==> src/rtl/rr_grant_responder.sv <==
`default_nettype none
// ============================================================================
//  Module   : rr_grant_responder
//  Purpose  : Round-robin req/gnt responder with one-cycle grant latency,
//             bounded hold time and hold-limit preemption.
//  Revision : 1.0  initial release
// ============================================================================
module rr_grant_responder #(
    parameter int N        = 4,
    parameter int MAX_HOLD = 16
) (
    input  logic                 clk,
    input  logic                 rst_n,
    input  logic [N-1:0]         req,
    output logic [N-1:0]         gnt,
    output logic [$clog2(N)-1:0] gnt_id,
    output logic                 busy,
    output logic                 preempt
);

    localparam int                c_W       = $clog2(N);
    localparam int                c_CW      = $clog2(MAX_HOLD + 1);
    localparam logic [c_CW-1:0]   c_MAX     = c_CW'(MAX_HOLD);
    localparam logic [c_CW-1:0]   c_CNT_ONE = c_CW'(1);
    localparam logic [N-1:0]      c_ONE     = N'(1);
    localparam logic [c_W-1:0]    c_LAST    = c_W'(N - 1);

    typedef enum logic [0:0] {
        ST_IDLE  = 1'b0,
        ST_GRANT = 1'b1
    } state_t;

    state_t          r_state;
    logic [N-1:0]    r_gnt;
    logic [c_W-1:0]  r_gnt_id;
    logic            r_busy;
    logic            r_preempt;
    logic [c_W-1:0]  r_ptr;
    logic [c_CW-1:0] r_cnt;
    logic [N-1:0]    r_blk;

    logic [N-1:0]    w_own_mask;
    logic            w_own_req;
    logic [c_W-1:0]  w_ptr_inc;
    logic [c_W-1:0]  w_base;
    logic [N-1:0]    w_elig;
    logic            w_sel_valid;
    logic [c_W-1:0]  w_sel;
    int              w_idx;

    // While granted, the scan starts just past the owner and skips it, so a
    // release or preemption hands over fairly in the same edge.
    always_comb begin
        w_own_mask = c_ONE << r_gnt_id;
        w_own_req  = |(req & w_own_mask);
        w_ptr_inc  = (r_gnt_id == c_LAST) ? '0 : r_gnt_id + c_W'(1);
        if (r_state == ST_GRANT) begin
            w_base = w_ptr_inc;
            w_elig = req & ~r_blk & ~w_own_mask;
        end else begin
            w_base = r_ptr;
            w_elig = req & ~r_blk;
        end
    end

    always_comb begin
        w_sel_valid = 1'b0;
        w_sel       = '0;
        w_idx       = 0;
        for (int k = 0; k < N; k++) begin
            w_idx = int'(w_base) + k;
            if (w_idx >= N) begin
                w_idx = w_idx - N;
            end
            if (!w_sel_valid && w_elig[w_idx]) begin
                w_sel_valid = 1'b1;
                w_sel       = c_W'(w_idx);
            end
        end
    end

    always_ff @(posedge clk or negedge rst_n) begin
        if (!rst_n) begin
            r_state   <= ST_IDLE;
            r_gnt     <= '0;
            r_gnt_id  <= '0;
            r_busy    <= 1'b0;
            r_preempt <= 1'b0;
            r_ptr     <= '0;
            r_cnt     <= '0;
            r_blk     <= '0;
        end else begin
            r_preempt <= 1'b0;
            r_blk     <= r_blk & req;
            case (r_state)
                ST_IDLE: begin
                    if (w_sel_valid) begin
                        r_gnt    <= c_ONE << w_sel;
                        r_gnt_id <= w_sel;
                        r_busy   <= 1'b1;
                        r_cnt    <= c_CNT_ONE;
                        r_state  <= ST_GRANT;
                    end
                end
                ST_GRANT: begin
                    if (!w_own_req || (r_cnt == c_MAX)) begin
                        r_ptr <= w_ptr_inc;
                        // Owner still requesting here means the hold limit expired.
                        if (w_own_req) begin
                            r_blk     <= (r_blk & req) | w_own_mask;
                            r_preempt <= 1'b1;
                        end
                        if (w_sel_valid) begin
                            r_gnt    <= c_ONE << w_sel;
                            r_gnt_id <= w_sel;
                            r_cnt    <= c_CNT_ONE;
                        end else begin
                            r_gnt   <= '0;
                            r_busy  <= 1'b0;
                            r_cnt   <= '0;
                            r_state <= ST_IDLE;
                        end
                    end else begin
                        r_cnt <= r_cnt + c_CNT_ONE;
                    end
                end
                default: begin
                    r_state <= ST_IDLE;
                end
            endcase
        end
    end

    assign gnt     = r_gnt;
    assign gnt_id  = r_gnt_id;
    assign busy    = r_busy;
    assign preempt = r_preempt;

endmodule
`default_nettype wire

==> config.mk <==
export PLATFORM = sky130hd
export DESIGN_NAME = rr_grant_responder
export DESIGN_NICKNAME = d
export VERILOG_FILES = /design/src/rtl/rr_grant_responder.sv
export SDC_FILE = /design/constraint.sdc
export NUM_CORES = 1
export LEC_CHECK = 0
export CORE_ASPECT_RATIO = 1.4
export CORE_MARGIN = 3
export CORE_UTILIZATION = 40
export DETAILED_ROUTE_END_ITERATION = 16
export DONT_BUFFER_PORTS = 1
export PLACE_DENSITY = 0.65
export SLEW_MARGIN = 20
export SYNTH_ARGS = -nofsm -noshare
export SYNTH_HDL_FRONTEND = slang
export SYNTH_SLANG_ARGS = --single-unit
export TNS_END_PERCENT = 20
==> constraint.sdc <==
create_clock -name clk -period 4.9 [get_ports clk]
set_input_delay 0.98 -clock clk [delete_from_list [all_inputs] [get_ports clk]]
set_output_delay 0.98 -clock clk [all_outputs]
set_load 0.005 [all_outputs]
==> impl_metrics.toml <==
[grt]
grt.total_usage_pct = 17.09
antenna_found_initial = 0
grt_start_max_net_pins = 23
gr-total-overflow = 0
grt_pass1_wl_um = 5278
grt_pass1_vias = 1072

[setup_path]
crit_slowest_cell = "or4b_4"
required_ns = 5.05
crit_cells = 10
crit_path_max_incr_delay_ns = 0.54
reg2reg_setup_slack_ns = 1.82
path_class = "flip-flop to flip-flop"
cp-end-kind = "flip-flop"
critPathBufInv = 2
crit_family = "simple AND/OR/NAND/NOR gates"
r2r_start = "gnt_id[0]$_DFFE_PN0P_"
critPathArrivalTime_ns = 3.23
critical_path.max_fanout = 9
crit_path_cell_trace = "inv_1, ha_1, and3b_4, o21a_1, or4b_4, a21oi_4, ha_1, inv_1, and3_1, a22o_1"
reg2reg_to = "gnt[1]$_DFFE_PN0P_"
worst_setup_path_start_kind = "flip-flop"
worst-r2r-cell-count = 10

[routing]
drc = 0
wl_met3_um = 122
viasPerCell = 5.952
totalWireLength_um = 3056
first_pass_iters = 4
wl_met2_um = 1505
drt_iter0_drc = 67
avgRoutedWirePerCell_um = 16.43
wl_met1_um = 1377
vias = 1107
route.top_layer_used = "met4"
antenna_left = 0

[timing]
fin_worst_skew_ns = 0.002207
final.setup.tns_ns = 0
fin_crit_sh_pct = 62.85
finalHoldViolCount = 0
setup_viol = 0
drv_slew = 0
rsz0062_at_grt = "false"
worstMarginPinSlew_ns = 0.6043
relSlewSlack_pct = 59.72
fmax_mhz = 324.7
period_needed_ns = 3.080

[clock_tree]
cts.sinks = 20
cts_root_buf = "clkbuf_8"
clk_latency_ns = 0.26
cts_setup_buffers = 0
cts_hold_buf = 0
cts_made_buffers = 3
clk_pin_slew_ns = 0.08
cts_tree = "yes"
ctsResizeCount = 0
htree_levels = 1
cts_buffer_depth = 2

[floorplan]
io_pins = 14
die_h_um = 74.81
rows = 24
core_sq_um = 3183
die-area_sq_um = 4125
start_util_pct = 42.49
dieWidth_um = 55.15

[cells_and_area]
multi_input_area_sq_um = 809.5
final_cells = 186
fin_nets = 162
area_growth_pct = 7.400
final_common_cell = "nand2_1"
n_antenna_cell = 0
layout_common_cells = "23 x nand2_1, 20 x dfrtp_1, 10 x o21ai_0"
drive_above_1_share_pct = 8.844
regArea_sq_um = 500.5
fillerInstances = 316

[synthesis]
synthCells = 146
synth_edf_count = 0
synth_seq_cells = 20
synth_top_cell_by_area = "dfrtp_1"
yosys_warnings = 0
ys_seq_area_share_pct = 37.00
synth_top_area_share_pct = 37.00
synth.area.top_cells = "dfrtp_1 37%, ha_1 7.4%, nand2_1 6.4%"
synth_async_sr_flop_share_pct = 100.0
synth_flop_cell = "dfrtp_1"
synth.net_count = 160
synth.avg_cell_area_sq_um = 9.264
syn_area_sq_um = 1353
ys_types = 43

[placement]
port_buffers = 0
hpwl_um = 2358
gp_congestion = 1.034
place_inst = 182

[min_path]
min_path_type = "primary input to async pin"

[power]
leakagePower_nw = 0.6645
power_density_nw_per_um2 = 771.8
ir_drop_mv = 0.4613

[job]
cap_viol_max_count = 0

[run_status]
status = "complete, no violations"
## cell families after synthesis
logic type | synth area share [%]
AND/OR/NAND/NOR | 23.31
buffers and inverters | 3.144
adder cells (fa/ha/maj) | 7.401
AO/OA/AOI/OAI | 24.89
flip-flops | 37.00
multiplexers | 4.255
## worst register-to-register path, cell delays in order, from the launching register on
cell and delay [ns]:
dfrtp_1 0.49, inv_1 0.13, ha_1 0.41, and3b_4 0.22, o21a_1 0.18, or4b_4 0.54
a21oi_4 0.22, ha_1 0.34, inv_1 0.11, and3_1 0.17, a22o_1 0.18
## per-layer routing
layer,vias to the layer above,global-route usage [%]
met3,8,2.574
met4,0,4.595
met5,-,0
met2,31,26.58
met1,523,24.59
li1,545,-
## cells in the mapped netlist, types with 2 or more instances
cell,count
nor2b_1,4
and2_1,3
o31ai_1,2
nand2b_1,2
inv_1,6
nand3_1,7
mux2_2,2
a22oi_1,3
a311oi_1,2
ha_1,8
mux2i_1,2
a31oi_1,3
and3_1,3
nor3b_1,3
o22a_1,2
o21ai_1,2
o21a_1,4
nand2_1,23
nor2_1,6
nor3_1,2
a22o_1,7
o21ai_0,10
dfrtp_1,20
## stage by stage
step / worst slack, ns / hold slack [ns] / utilization (%) / cell area, sq um / total power, mW
2_1_floorplan: 1.998 / 0.4496 / - / 1353 / 0.8115
3_3_place_gp: 1.936 / 0.4683 / 43.40 / 1381 / 0.9576
3_5_place_dp: 1.864 / 0.4750 / 43.40 / 1381 / 0.9493
4_1_cts: 1.841 / 0.4024 / 45.64 / 1453 / 1.118
5_1_grt: 1.584 / 0.3911 / 45.64 / 1453 / 1.219
6_report: 1.820 / 0.4073 / 45.64 / 1453 / 1.121
## cell type report
| cell class | instances | area share [%] |
|---|---|---|
| Tap cell | 39 | 3.359 |
| Multi-Input combinational cell | 117 | 55.73 |
| Sequential cell | 20 | 34.45 |
| Clock buffer | 3 | 2.842 |
| Inverter | 6 | 1.550 |
| Clock inverter | 1 | 2.067 |
## worst max-delay path by stage
stage                          start                  to  slack, ns
2_1_floorplan                 req[1]  gnt[1]$_DFFE_PN0P_       2.00
3_3_place_gp                  req[2]  gnt[0]$_DFFE_PN0P_       1.94
3_5_place_dp   gnt_id[0]$_DFFE_PN0P_  gnt[1]$_DFFE_PN0P_       1.86
4_1_cts        gnt_id[0]$_DFFE_PN0P_  gnt[1]$_DFFE_PN0P_       1.84
5_1_grt        gnt_id[0]$_DFFE_PN0P_  gnt[0]$_DFFE_PN0P_       1.58
6_report       gnt_id[0]$_DFFE_PN0P_  gnt[1]$_DFFE_PN0P_       1.82
## registers in the layout, summed over array words and instances, names as in the netlist
signal and flops:
r_ptr 2, r_cnt 5, gnt 4, gnt_id 2, r_blk 4, preempt 1, busy 1, r_state 1
## power breakdown
part           internal (mW)  switching [mW]
registers              0.217          0.0588
clock network          0.109          0.0557
logic                  0.294           0.386
total                  0.620           0.501
No activity file was read; power rests on OpenSTA's default activity.
